### src/rtl/keystream_pkg.sv
// keystream_pkg: shared constants, tap set and FSM state type for the keystream generator.
package keystream_pkg;
   localparam logic [15:0] SEED_DEFAULT = 16'hACE1;
   localparam int TAPS [4] = '{15, 13, 12, 10};
   localparam int STEPS = 8;
   typedef enum logic {GEN, HOLD} state_t;
   function automatic logic [15:0] tap_mask();
      logic [15:0] m;
      m = '0;
      for (int i = 0; i < 4; i++) m[TAPS[i]] = 1'b1;
      return m;
   endfunction
   localparam logic [15:0] TAP_MASK = tap_mask();
endpackage

### src/rtl/lfsr16_step.sv
// lfsr16_step: one combinational step of the 16-bit Fibonacci LFSR.
module lfsr16_step
   import keystream_pkg::*;
(
   input  logic [15:0] s_in,
   output logic [15:0] s_out,
   output logic        f
);
   assign f = ^(s_in & TAP_MASK);
   assign s_out = {s_in[14:0], f};
endmodule

### src/rtl/keystream_gen.sv
// keystream_gen: LFSR byte keystream with valid/ready output and run-time reseed.
// KEYSTREAM_PARALLEL_EN unrolls all 8 steps per cycle (one byte per cycle).
module keystream_gen
   import keystream_pkg::*;
(
   input  logic        clk,
   input  logic        rst,
   input  logic        en,
   input  logic        seed_load,
   input  logic [15:0] seed,
   output logic [7:0]  key,
   output logic        key_valid,
   input  logic        key_ready
);
   state_t state_q, state_d;
   logic [15:0] s_q, s_nx, seed_fix;
   logic [7:0] key_nx;
   logic step, load, accept;
   assign seed_fix = seed == '0 ? SEED_DEFAULT : seed;
   assign accept = state_q == HOLD && key_ready;
`ifdef KEYSTREAM_PARALLEL_EN
   logic [STEPS-1:0] fb;
   for (genvar i = 0; i < STEPS; i++) begin : g_step
      logic [15:0] s_i, s_o;
      logic f_o;
      if (i == 0) begin : g_first
         assign s_i = s_q;
      end else begin : g_next
         assign s_i = g_step[i-1].s_o;
      end
      lfsr16_step u_step (.s_in(s_i), .s_out(s_o), .f(f_o));
      assign fb[STEPS-1-i] = f_o;
   end
   assign s_nx = g_step[STEPS-1].s_o;
   assign key_nx = fb;
   // A held byte can be replaced in the same edge it is consumed.
   assign step = en && (state_q == GEN || key_ready);
   assign load = step;
`else
   logic [2:0] cnt_q;
   logic f;
   lfsr16_step u_step (.s_in(s_q), .s_out(s_nx), .f(f));
   assign step = state_q == GEN && en;
   assign load = step && cnt_q == 3'(STEPS - 1);
   assign key_nx = {s_q[6:0], f};
   always_ff @(posedge clk)
      cnt_q <= rst || seed_load || accept ? 3'd0 : step ? cnt_q + 3'd1 : cnt_q;
`endif
   always_ff @(posedge clk) begin
      if (rst) begin
         state_q <= GEN;
         s_q <= SEED_DEFAULT;
         key <= 8'h00;
      end else begin
         state_q <= state_d;
         s_q <= seed_load ? seed_fix : step ? s_nx : s_q;
         key <= !seed_load && load ? key_nx : key;
      end
   end
   always_comb state_d = seed_load ? GEN : load ? HOLD : accept ? GEN : state_q;
   always_comb key_valid = state_q == HOLD;
endmodule

### config.mk
export PLATFORM = sky130hd
export DESIGN_NAME = keystream_gen
export DESIGN_NICKNAME = d
export VERILOG_FILES = /design/src/rtl/keystream_pkg.sv /design/src/rtl/lfsr16_step.sv /design/src/rtl/keystream_gen.sv
export SDC_FILE = /design/constraint.sdc
export NUM_CORES = 1
export LEC_CHECK = 0
export CAP_MARGIN = 20
export CORE_MARGIN = 10
export CORE_UTILIZATION = 50
export DETAILED_ROUTE_END_ITERATION = 16
export PLACE_DENSITY = 0.86
export SETUP_SLACK_MARGIN = 0.15
export SYNTH_ARGS = -nofsm -noshare
export SYNTH_HDL_FRONTEND = slang
export SYNTH_SLANG_ARGS = --single-unit
### constraint.sdc
create_clock -name clk -period 2.4 [get_ports clk]
set_clock_uncertainty 0.1 [all_clocks]
set_input_delay 0.24 -clock clk [delete_from_list [all_inputs] [get_ports clk]]
set_output_delay 0.24 -clock clk [all_outputs]
set_load 0.1 [all_outputs]
## Word-level counts from Yosys, hierarchy flattened

Index checks and enable logic that the tools add are counted.

| word-level totals | value |
|---|---|
| register bits after elaboration | 28 |
| word-level logic and storage cells | 24 |
| output and inout bits | 9 |
| input port bits | 21 |

| cells by class | value |
|---|---|
| mux-type cells | 5 |
| $add $sub $neg | 1 |
| equality and inequality tests | 1 |
| reductions and logical operators | 12 |
| bitwise operators | 1 |

Operators with widths:

| operator | number |
|---|---|
| 16-bit two-way mux | 3 |
| 16-bit logical NOT | 1 |
| 16-bit XOR reduction | 1 |
| 1-bit logical AND | 4 |
| 2-bit nonzero test | 2 |
| 3-bit by 1-bit adder with 3-bit output (second input constant) | 1 |
| 3-bit == test (second input constant) | 1 |
| 1-bit logical OR | 2 |
| 1-bit two-way mux | 2 |
| 2-bit OR reduction | 1 |
| 1-bit logical NOT | 1 |
| 1-bit NOT | 1 |

## Longest topological paths before layout

Gate-level depths: netlist (run 1).

| depth | value |
|---|---|
| word-level depth | 4 |
| gate-level depth with buffers | 6 |
| mapped depth without buffers | 5 |

## Cells and area by module

Synthesis (run 1) repeated with hierarchy kept, for this count alone.

| second synthesis, totals | value |
|---|---|
| cells, all modules | 163 |
| area, all modules | 1445.1 um^2 |

Modules (own cells, without submodules):

| module | area each (um^2) | instances | seq. area each (um^2) | cells each |
|---|---|---|---|---|
| keystream_gen | 1298.7 | 1 | 560.5 | 144 |
| lfsr16_step | 146.4 | 1 | 0.0 | 19 |

## Least setup slack after synthesis (run 1)

OpenSTA, ideal clock, no wires.

| timing path | value |
|---|---|
| kind | flip-flop to flip-flop |
| start point | reg state_q (netlist: key_valid) |
| end point | reg s_q[12] |
| stages on the path, launching flop included | 7 |
| data required time | 2230 ps |
| buffers on the path | 2 |
| setup slack | 150 ps |
| library setup time | 70 ps |
| period minus slack after synthesis | 2250 ps |
| data arrival time | 2079 ps |
| path through | dfxtp_1 > nand2b_1 > clkbuf_1 > clkbuf_1 > nand2_1 > a21o_1 > a21oi_1 |

| on the way | value |
|---|---|
| cells in the longest elaborated chain, start to end | 3 |

RTL lines:

| item | line | text |
|---|---|---|
| start: declaration | keystream_gen.sv:15 | `state_t state_q, state_d;` |
| start signal: assignment | keystream_gen.sv:55 | `state_q <= state_d;` |
| 1-bit NOT | keystream_gen.sv:43 | `assign step = state_q == GEN && en;` |
| 1-bit logical AND | keystream_gen.sv:43 |  |
| 2-bit nonzero test (no line) | -- |  |
| end signal: assignment | keystream_gen.sv:56 | `s_q <= seed_load ? seed_fix : step ? s_nx : s_q;` |
| end: declaration | keystream_gen.sv:16 | `logic [15:0] s_q, s_nx, seed_fix;` |

No other way between the ends.
A chain may end at the register's enable or synchronous reset.

## Worst setup path after layout (run 1)

| timing path | value |
|---|---|
| start point | in seed[4] |
| end point | reg s_q[13] |

| on the way | value |
|---|---|
| cells in the longest elaborated chain, start to end | 3 |

RTL lines:

| item | line | text |
|---|---|---|
| start: declaration | keystream_gen.sv:10 | `input logic [15:0] seed,` |
| 16-bit logical NOT | keystream_gen.sv:19 | `assign seed_fix = seed == '0 ? SEED_DEFAULT : seed;` |
| 16-bit two-way mux | keystream_gen.sv:19 |  |
| 16-bit two-way mux | keystream_gen.sv:56 |  |

No other way between the ends.

==> results_dict.tcl, run 1 <==
set metrics [dict create \
    status "finished, final reports clean" \
    diodes 0 \
    design_area_mm2 0.00165 \
    post_cts_resized 0 \
    period_needed_ns 1.89 \
    syn-cell-area_mm2 0.00129 \
    regArea_um2 561 \
    final_cell_mix "43 x nand2_1, 28 x dfxtp_1, 20 x clkdlybuf4s50_1" \
    netlist_top_cells_area "dfxtp_1 43%, nand2_1 12%, a21oi_1 7.0%" \
    worstHoldPathCells 2 \
    holdPathEnd "key[3]" \
    power.leakage_nw 0.636 \
    cts_buffer_depth 2 \
    antenna_found_initial 0 \
    vias 1128 \
    r2r_cells 4 \
    tightest_slew_ns 0.698 \
    cts_tree "done" \
    clk_latency_ns 0.32 \
    peakVddDrop_mv 0.483 \
    fin_setup_tns_ns 0 \
    power.density_mw_per_mm2 570 \
    yosysWarnings 0 \
    synth_top_area_frac 0.433 \
    max_clock_freq_mhz 528 \
    track_usage 0.114 \
    grt_max_degree 25 \
    cts_hold_buf 0 \
    worstReg2RegStart "key_valid" \
    dpl_cell_area_mm2 0.00159 \
    routed_via_density 5.40 \
    place_congestion 0.794 \
    ys_seq_area_frac 0.433 \
    cts_setup_buffers 0 \
    synth_cell_types 21 \
    crit_required_ns 2.58 \
    cts-root-buf "clkbuf_4" \
    first_global_vias 1134 \
    htree_levels 1 \
    syn_to_final_growth_pct 27.2 \
    path_clk_slew_ns 0.15 \
    fillers 213 \
    worstSetupPathType "in -> reg" \
    coreArea_mm2 0.00248 \
    globalRouteOverflowTotal 0 \
    start_util 0.522 \
    setup-violations-final 0 \
    rrSetupSlack_ns 0.55 \
    portBuffers 29 \
    start_kind "input port" \
    grt_pass1_wl_mm 4.89 \
    avgSynthCellArea_um2 8.57 \
    drt_iter0_markers 44 \
    cp-end-kind "flip-flop" \
    dieArea_mm2 0.00502 \
    hold_start "key[3]" \
    ant_nets 0 \
    ioPinCount 30 \
    slew_headroom 0.535 \
    nets 203 \
    finalWirelength_mm 2.94 \
    final_common_cell "nand2_1" \
    maxSlewViolCount 0 \
    die_h_um 70.9 \
    cts_inserted_buffers 3 \
    firstDrtPassIters 5 \
    arrival_ns 2.07 \
    routedWlPerCell_um 14.1 \
    rows 18 \
    hold_violations 0 \
    cts.sinks 28 \
    rr_endpoint "s_q[13]" \
    hp-class "reg -> reg" \
    min_period_over_period 0.789 \
    drc 0 \
    maxCapViolCount 0 \
    syn-instance-count 151 \
    synth.ff_latch_count 28 \
    synth_nets 174 \
    critPathMaxFanout 8 \
    die-width_um 70.9 \
    hpwl_mm 2.27 \
    drive_gt1_frac 0.173 \
    rsz0062_at_grt "no" \
    synth_top_area_cell "dfxtp_1" \
    multi_input_area_um2 697 \
]
## critical path, cell delays in order
cell,delay [ns]
clkdlybuf4s50_1,0.44
or4_4,0.56
o41ai_4,0.58
o22ai_1,0.16
nand2b_1,0.09
## registers in the layout, summed over array words and instances, names as in the netlist
register,count
key,8
s_q,16
cnt_q,3
key_valid,1
## logic make-up (layout without fill, tap and decap cells)
logic type / count (synthesis) / after routing / synth area share
flops: 28 / 28 / 0.433
compound gates: 37 / 37 / 0.191
buf+inv: 9 / 37 / 0.0281
simple gates: 63 / 63 / 0.232
mux: 8 / 8 / 0.0696
fa+ha+maj: 2 / 2 / 0.0193
xor+xnor: 4 / 4 / 0.0271
## through the flow
stage,power (mW),hold WS (ns),setup WS [ns],std cells,utilization
after global routing,0.984,0.374,0.437,209,0.664
after detailed placement,0.644,0.358,0.166,205,0.643
after global placement,0.639,0.346,0.243,205,0.643
final,0.938,0.372,0.505,209,0.664
after CTS,0.947,0.369,0.501,209,0.664
after floorplan,0.588,0.241,0.150,151,-
## worst max path at each step
stage / start / endpoint / slack, ns / cells after the start
after floorplan: key_valid / s_q[12] / 0.15 / 6
after global placement: seed[15] / s_q[15] / 0.24 / 5
after detailed placement: seed[15] / s_q[13] / 0.17 / 5
after CTS: seed[4] / s_q[13] / 0.50 / 5
after global routing: seed[15] / s_q[13] / 0.44 / 5
final: seed[4] / s_q[13] / 0.51 / 5
## synthesized netlist by cell type (all sizes together)
library cell and count:
dfxtp 28, nor2b 1, nand2b 8, a21oi 18, or4 4, a211oi 1
xnor2 4, clkbuf 7, buf 2, nor3b 1, nand2 43, nor2 4
ha 2, o41ai 1, mux2 8, nand3b 1, o22ai 7, a21o 9
or2 1, o32a 1
## report_power, final
part / internal [mW] / switching (mW) / leakage (nW) / total (mW)
logic: 0.0767 / 0.0592 / 0.378 / 0.136
registers: 0.485 / 0.0134 / 0.230 / 0.498
clock network: 0.169 / 0.135 / 0.0279 / 0.304
## layout make-up
type                            instances  share of cell area
Multi-Input combinational cell        114               0.424
Clock buffer                            3              0.0137
Tap cell                               30              0.0228
Clock inverter                          1              0.0183
Sequential cell                        28               0.341
Timing Repair Buffer                   33               0.181
## per-layer routing
metal / track usage / part of all wire / vias up
met5: 0 / 0 / -
met4: 0.0387 / 0.0088 / 0
met3: 0.0377 / 0.051 / 4
met2: 0.209 / 0.52 / 24
met1: 0.119 / 0.42 / 526
li1: - / - / 574
(Power assumes the default switching activity.)
==> inputs of run 2 (changes only) <==
--- a/config.mk
+++ b/config.mk
@@ -7,9 +7,9 @@
 export LEC_CHECK = 0
 export CAP_MARGIN = 20
 export CORE_MARGIN = 10
-export CORE_UTILIZATION = 50
+export CORE_UTILIZATION = 48
 export DETAILED_ROUTE_END_ITERATION = 16
-export PLACE_DENSITY = 0.86
+export PLACE_DENSITY = 0.83
 export SETUP_SLACK_MARGIN = 0.15
 export SYNTH_ARGS = -nofsm -noshare
 export SYNTH_HDL_FRONTEND = slang
==> constraint.sdc (replaced) <==
create_clock -name clk -period 1.9 [get_ports clk]
set_clock_uncertainty 0.1 [all_clocks]
set_input_delay 0.19 -clock clk [delete_from_list [all_inputs] [get_ports clk]]
set_output_delay 0.19 -clock clk [all_outputs]
set_load 0.1 [all_outputs]
==> run 2 against run 1 <==
Against the previous run: clock-buffer cell count increased by 1; highest routed layer unchanged; flip-flop and latch count unchanged; global-route usage increased by 0.064 points; die area increased by 3.0%; critical endpoint is now s_q[5]; critical path type unchanged; hold slack got worse by 0.35 ns; utilization increased by 2.3 points; combinational power increased by 42%; first-iteration DRC count increased by 98%.
==> results_dict.tcl, run 2 (synthesis gave the netlist of run 1 again) <==
set metrics [dict create \
    peakVddDrop_mv 0.524 \
    track_usage 0.115 \
    power.leakage_nw 0.696 \
    firstDrtPassIters 4 \
    ioPinCount 30 \
    critPathMaxFanout 4 \
    antenna_found_initial 0 \
    period_needed_ns 1.69 \
    hold_start "seed[8]" \
    cts-root-buf "clkbuf_4" \
    drc 0 \
    combPwrFrac 0.167 \
    routed_via_density 5.25 \
    largest_reg_flops 16 \
    vias 1149 \
    rrSetupSlack_ns 0.42 \
    drive_gt1_frac 0.222 \
    rsz0062_at_grt "no" \
    path_cells "clkdlybuf4s50_1, or4_4, o41ai_4, buf_4, o22ai_1, nand2b_1" \
    htree_levels 1 \
    hold_violations 0 \
    pwr-share-seq 0.543 \
    diodes 0 \
    fin_setup_tns_ns 0 \
    r2r_cells 5 \
    place_congestion 0.800 \
    coreArea_mm2 0.00252 \
    rr_endpoint "key[0]" \
    maxSlewViolCount 0 \
    slew_headroom 0.795 \
    start_util 0.513 \
    fin_util 0.688 \
    clk_latency_ns 0.33 \
    nets 213 \
    routedWlPerCell_um 13.8 \
    cts_inserted_buffers 3 \
    drt_iter0_markers 87 \
    arrival_ns 1.87 \
    dieArea_mm2 0.00517 \
    holdPathEnd "s_q[8]" \
    final_common_cell "nand2_1" \
    worstSetupPathType "in -> reg" \
    hp-class "in -> reg" \
    grt_pass1_wl_mm 4.99 \
    cpPeakStageDelay_ns 0.55 \
    ant_nets 0 \
    setup-violations-final 0 \
    power.switching_mw 0.272 \
    cts.sinks 28 \
    max_clock_freq_mhz 592 \
    crit_required_ns 2.08 \
    multi_input_area_um2 697 \
    power.density_mw_per_mm2 667 \
    finalWirelength_mm 3.02 \
    start_kind "input port" \
    grt_max_degree 17 \
    worstHoldPathCells 3 \
    portBuffers 29 \
    die_h_um 71.9 \
    worstReg2RegStart "cnt_q[0]" \
    p_clk_frac 0.291 \
    rows 18 \
    syn_to_final_growth_pct 34.0 \
    min_period_over_period 0.889 \
    final_cell_mix "43 x nand2_1, 27 x dfxtp_1, 22 x buf_4" \
    fillers 223 \
    path_delay_family "simple AND/OR/NAND/NOR gates" \
    slowest_stage "or4_4" \
    internal_power_mw 0.884 \
    hpwl_mm 2.42 \
    largestRegisters "s_q: 16 flops, key: 8 flops, cnt_q: 3 flops" \
    maxCapViolCount 0 \
    status "finished, final reports clean" \
    regArea_um2 564 \
    top_register "s_q" \
    critPathBufInv 2 \
    first_global_vias 1184 \
    switching_share 0.236 \
    cts_buffer_depth 2 \
    path_clk_slew_ns 0.15 \
    globalRouteOverflowTotal 0 \
    die-width_um 71.9 \
    cp-end-kind "flip-flop" \
    cts_tree "done" \
    tightest_slew_ns 0.306 \
]
[run 2: cell types whose count changed in the layout (fill, tap and decap cells not counted), sizes merged]
cell,change
buf,+10
bufinv,-1
clkbuf,+1
clkdlybuf4s50,-1
dlymetal6s2s,+1
[run 2: worst max-delay path by stage]
stage / from / end / slack, ns / depth (start not counted)
after floorplan: key_valid / s_q[12] / 0.15 / 6
after global placement: seed[15] / s_q[0] / -0.10 / 5
after detailed placement: seed[15] / s_q[7] / -0.16 / 6
after CTS: seed[15] / s_q[7] / 0.19 / 6
after global routing: seed[7] / s_q[15] / 0.15 / 6
final: seed[7] / s_q[5] / 0.21 / 6
[run 2: layer usage]
metal  up-vias  global-route usage  wire length, um
li1        593                   -                -
met1       521               0.120             1270
met2        31               0.217             1570
met3         4              0.0286              142
met4         0              0.0387               31
met5         -                   0                0
[run 2: power groups by stage]
stage / Sequential [mW] / Clock [mW] / Combinational, mW
floorplan: 0.636 / 0 / 0.106
global placement: 0.639 / 0 / 0.187
detailed placement: 0.640 / 0 / 0.193
CTS: 0.627 / 0.347 / 0.194
global route: 0.631 / 0.368 / 0.211
finish: 0.627 / 0.336 / 0.193
[run 2: what timing repair did]
action	in CTS	in global routing
hold buffers	0	0
endpoints found under the hold margin	0	0
setup buffers	0	0
setup endpoints to repair	0	5
gates resized for setup	0	1
[run 2: stage by stage]
step / instance area (um^2) / setup WS (ns) / total power, mW / hold WS [ns] / std cells
floorplan: 1300 / 0.151 / 0.742 / 0.191 / 151
global placement: 1680 / -0.104 / 0.827 / 0.344 / 215
detailed placement: 1680 / -0.160 / 0.833 / 0.348 / 215
CTS: 1730 / 0.189 / 1.17 / 0.313 / 219
global route: 1730 / 0.153 / 1.21 / 0.0225 / 219
finish: 1730 / 0.211 / 1.16 / 0.0216 / 219
[run 2: final cells by class]
type | count | area share
flip-flops and latches | 28 | 0.325
multi-input cells | 114 | 0.402
repair buffers | 43 | 0.224
clock buffers | 4 | 0.0274
well taps | 30 | 0.0216
[run 2: worst reg2reg max path: cells and delay by family, from the launching register on]
kind | cells | cell delay (ns)
buffers and inverters | 1 | 0.17
AOI/OAI and AO/OA | 1 | 0.21
DFF | 1 | 0.35
and+or+nand+nor | 1 | 0.17
adders and majority gates | 2 | 0.41
==> inputs of run 3 (changes only) <==
--- a/config.mk
+++ b/config.mk
@@ -6,6 +6,7 @@
 export NUM_CORES = 1
 export LEC_CHECK = 0
 export CAP_MARGIN = 20
+export CORE_ASPECT_RATIO = 1.4
 export CORE_MARGIN = 10
 export CORE_UTILIZATION = 48
 export DETAILED_ROUTE_END_ITERATION = 16
==> run 3 against run 2 <==
Against the previous run: first-iteration DRC count is 67% lower; sequential share of layout area is 0.42 points lower; clock-buffer cell count stayed put; wire length is 4.1% higher; largest cell class unchanged.
==> results_dict.tcl, run 3 (synthesis gave the netlist of run 1 again) <==
set metrics [dict create \
    die-width_um 63.9 \
    nets 214 \
    track_usage 0.123 \
    fin_setup_tns_ns 0 \
    cts_tree "done" \
    ioPinCount 30 \
    path_clk_slew_ns 0.15 \
    start_kind "input port" \
    hp-class "in -> reg" \
    globalRoute.busiestLayer "met2" \
    fillers 228 \
    power.density_mw_per_mm2 661 \
    cts.sinks 28 \
    firstDrtPassIters 4 \
    final_cell_mix "43 x nand2_1, 27 x dfxtp_1, 23 x buf_4" \
    first_global_vias 1257 \
    critPathMaxFanout 5 \
    cp-end-kind "flip-flop" \
    top_register "s_q" \
    multi_input_area_um2 697 \
    p_total_mw 1.16 \
    maxCapViolCount 0 \
    hold_violations 0 \
    diodes 0 \
    peakVddDrop_mv 0.493 \
    worstReg2RegStart "cnt_q[0]" \
    cts_inserted_buffers 3 \
    cpPeakStageDelay_ns 0.51 \
    worstHoldPathCells 3 \
    start_util 0.495 \
    hold_start "seed[1]" \
    dieArea_mm2 0.00520 \
    routed_via_density 5.21 \
    antenna_found_initial 0 \
    maxSlewViolCount 0 \
    final_common_cell "nand2_1" \
    clk_latency_ns 0.33 \
    r2r_cells 5 \
    hpwl_mm 2.47 \
    drive_gt1_frac 0.226 \
    slew_headroom 0.818 \
    largest_reg_flops 16 \
    crit_required_ns 2.08 \
    worstSetupPathType "in -> reg" \
    status "finished, final reports clean" \
    finalWirelength_mm 3.14 \
    critPathBufInv 2 \
    cts_hold_buf 0 \
    portBuffers 29 \
    routedWlPerCell_um 13.9 \
    largestRegisters "s_q: 16 flops, key: 8 flops, cnt_q: 3 flops" \
    max_clock_freq_mhz 585 \
    arrival_ns 1.89 \
    met3_usage 0.0286 \
    setup-violations-final 0 \
    min_period_over_period 0.899 \
    syn_to_final_growth_pct 35.8 \
    die_h_um 81.4 \
    drt_iter0_markers 29 \
    holdPathEnd "s_q[1]" \
    cts-root-buf "clkbuf_4" \
    grt_pass1_wl_mm 5.38 \
    grt_max_degree 25 \
    power.leakage_nw 0.729 \
    use_met2 0.239 \
    place_congestion 0.794 \
    fin_util 0.672 \
    htree_levels 1 \
    slowest_stage "or4_4" \
    tightest_slew_ns 0.272 \
    coreArea_mm2 0.00262 \
    rsz0062_at_grt "no" \
    rrSetupSlack_ns 0.43 \
    path_delay_family "buffers and inverters" \
    met1_usage 0.125 \
    rr_endpoint "key[0]" \
    ant_nets 0 \
    globalRouteOverflowTotal 0 \
    regArea_um2 564 \
    vias 1178 \
    period_needed_ns 1.71 \
    rows 22 \
    drc 0 \
    cts_buffer_depth 2 \
    path_cells "clkdlybuf4s50_1, or4_4, o41ai_4, buf_4, o22ai_1, nand2b_1" \
    cts_setup_buffers 0 \
]
-- run 3: changes by cell type in the layout (fill, tap and decap cells not counted), sizes merged --
| cell | previous run | this run |
|---|---|---|
| dlymetal6s2s | 1 | 4 |
| buf | 23 | 24 |
| clkdlybuf4s50 | 19 | 16 |
-- run 3: final cells by class --
| class | instances | area share |
|---|---|---|
| Sequential cell | 28 | 0.321 |
| Clock buffer | 4 | 0.0271 |
| Multi-Input combinational cell | 114 | 0.397 |
| Timing Repair Buffer | 44 | 0.229 |
| Tap cell | 36 | 0.0256 |
-- run 3: layer usage --
| metal | wire length, um | up-vias |
|---|---|---|
| met2 | 1700 | 28 |
| met1 | 1280 | 552 |
| li1 | - | 596 |
| met4 | 11 | 0 |
| met3 | 148 | 2 |
| met5 | 0 | - |
-- run 3: worst register-to-register path, cell delays in order, from the launching register on --
cell,delay [ns]
dfxtp_1,0.36
ha_1,0.20
ha_1,0.20
nor3b_2,0.17
buf_4,0.17
a211oi_1,0.21
-- run 3: timing repair --
item | CTS | global route
endpoints found under the setup margin | 1 | 5
pin swaps | 1 | 3
resized for setup | 0 | 4
-- run 3: how the worst max path moves through the flow --
stage	startpoint	end	slack [ns]	cells past startpoint
after global routing	seed[15]	s_q[6]	0.17	6
after floorplan	key_valid	s_q[12]	0.15	6
after detailed placement	seed[15]	s_q[6]	-0.20	6
after global placement	seed[14]	s_q[13]	-0.11	6
after CTS	seed[6]	s_q[6]	0.16	6
final	seed[15]	s_q[6]	0.19	6
-- run 3: where the power goes --
part,leakage [nW],switching (mW),internal [mW]
clock network,0.0261,0.178,0.161
logic,0.472,0.0816,0.113
registers,0.230,0.0170,0.611
-- run 3: per-stage QoR --
| stage | std cells | setup WS (ns) | hold slack, ns | cell area [um^2] |
|---|---|---|---|---|
| after floorplan | 151 | 0.151 | 0.191 | 1300 |
| after global placement | 222 | -0.112 | 0.344 | 1700 |
| after detailed placement | 222 | -0.203 | 0.349 | 1700 |
| after CTS | 226 | 0.161 | 0.326 | 1750 |
| after global routing | 226 | 0.173 | 0.0418 | 1760 |
| final | 226 | 0.192 | 0.0375 | 1760 |
==> variant, RTL diff (flow settings as in run 2) <==
Add a define of `KEYSTREAM_PARALLEL_EN`.
--- a/src/rtl/keystream_gen.sv
+++ b/src/rtl/keystream_gen.sv
@@ -1,5 +1,7 @@
 // keystream_gen: LFSR byte keystream with valid/ready output and run-time reseed.
 // KEYSTREAM_PARALLEL_EN unrolls all 8 steps per cycle (one byte per cycle).
+`define KEYSTREAM_PARALLEL_EN
+
 module keystream_gen
    import keystream_pkg::*;
 (
Check against the original RTL: not equivalent (a bounded check fails within 4 cycles, from zero or initial values and one cycle with rst high).
==> variant against run 2 <==
- fmax down 1.4%
- area after synthesis about the same
- global-route usage up 1.4 points
- non-clock buffer count unchanged
- worst setup slack worse by 24 ps
- sequential cell count down 3
- design area down 0.29%
- count of clock-buffer cells in the layout down 1
- register-to-register slack better by 70 ps
- routed wire length up 14%
Power is not compared: it rests on default switching activity, and its combinational part moved more than twofold at a synthesized area within 25%.
==> variant: results <==
timing:
  tightestPinTransition_ps: 376
  hold_slack_ps: 59.9
placed_design:
  gp_congestion: 0.854
  dp_hpwl_um: 2740
min_path:
  min_from: "seed[6]"
  holdPathStages: 3
  holdPathEnd: "g_step[0].s_i[6]"
routing:
  via_per_inst: 5.56
  drc: 0
  drt_first_iter_violations: 49
  drt_wl_total_um: 3450
worst_setup_path:
  critPathCapture: "g_step[0].s_i[7]"
  worstPathArrival_ps: 1880
  r2r_cells: 4
  crit_path_start: "seed[2]"
  ff2ff_setup_slack_ps: 490
  reg2reg_from: "g_step[0].s_i[10]"
power:
  p_seq_uw: 616
  p_leak_nw: 0.793
  comb_power_uw: 490
  max-vdd-ir-drop_mv: 0.520
yosys:
  async_reset_ff_frac: 0
  ys_top_cells_by_area: "dfxtp_1 (39%), xnor2_1 (9.5%), mux2i_1 (9.3%), nor2_1 (6.1%), a211oi_1 (4.6%)"
  ys_seq_area_frac: 0.387
  syn_nets: 165
  synth_common_cells: "dfxtp_1 (25), nor2_1 (21), xnor2_1 (14)"
  synth_ff_type: "dfxtp_1"
  yosysUniqueCellTypes: 25
  avgSynthCellArea_um2: 8.98
global_routing:
  grt_pass1_wl_um: 5560
  track_usage: 0.129
  grt_pass1_vias: 1176
  grt_max_degree: 21
  antenna_found_initial: 0
cells_and_area:
  diodes: 0
  final.fill_count: 206
  layout.cells.non_filler: 212
  fin_nets: 204
  drive_gt1_frac: 0.187
  largest_reg_flops: 16
clock_tree:
  clk_pin_slew_ps: 140
  clk_latency_ps: 330
run_status:
  status: "complete, no violations"
## variant: changes by cell type after synthesis, sizes merged, moves of 8 or more
cell   delta
a21oi    -14
nand2    -38
and3      +8
nor2     +17
mux2      -8
a21o      -9
mux2i    +12
xnor2    +10
## variant: worst max-delay path, cell delays in order
cell	delay (ps)
clkdlybuf4s50_1	430
or4_4	540
o41ai_4	380
buf_4	180
nor2_1	40
a21oi_1	120
## variant: area by class of cell
type,count,share of cell area
multi-input cells,109,0.449
flip-flops and latches,25,0.290
repair buffers,43,0.221
well taps,30,0.0217
clock buffers,3,0.0130
clock inverters,1,0.00289
inverters,1,0.00217
## variant: stage by stage
| stage | instance area (um^2) | setup slack, ps |
|---|---|---|
| 3_3_place_gp | 1670 | -104 |
| 5_1_grt | 1730 | 161 |
| 3_5_place_dp | 1670 | -208 |
| 4_1_cts | 1710 | 141 |
| 6_report | 1730 | 188 |
| 2_1_floorplan | 1290 | 168 |
## variant: per-layer routing
layer | part of all wire | vias to the layer above | track usage
met1 | 0.44 | 539 | 0.147
met3 | 0.087 | 5 | 0.0381
met5 | 0 | - | 0
met2 | 0.46 | 59 | 0.225
li1 | - | 576 | -
met4 | 0.012 | 0 | 0.0387
## variant: kinds of logic after synthesis
group	count (synthesis)	share of synthesized area
compound gates	27	0.151
xor+xnor	20	0.136
buf+inv	10	0.0300
flops	25	0.387
mux	12	0.0929
simple gates	50	0.203
## variant: timing repair
action,CTS,global route
setup endpoints to repair,1,5
pin swaps,0,5
resized for setup,1,5
hold buffers,0,0
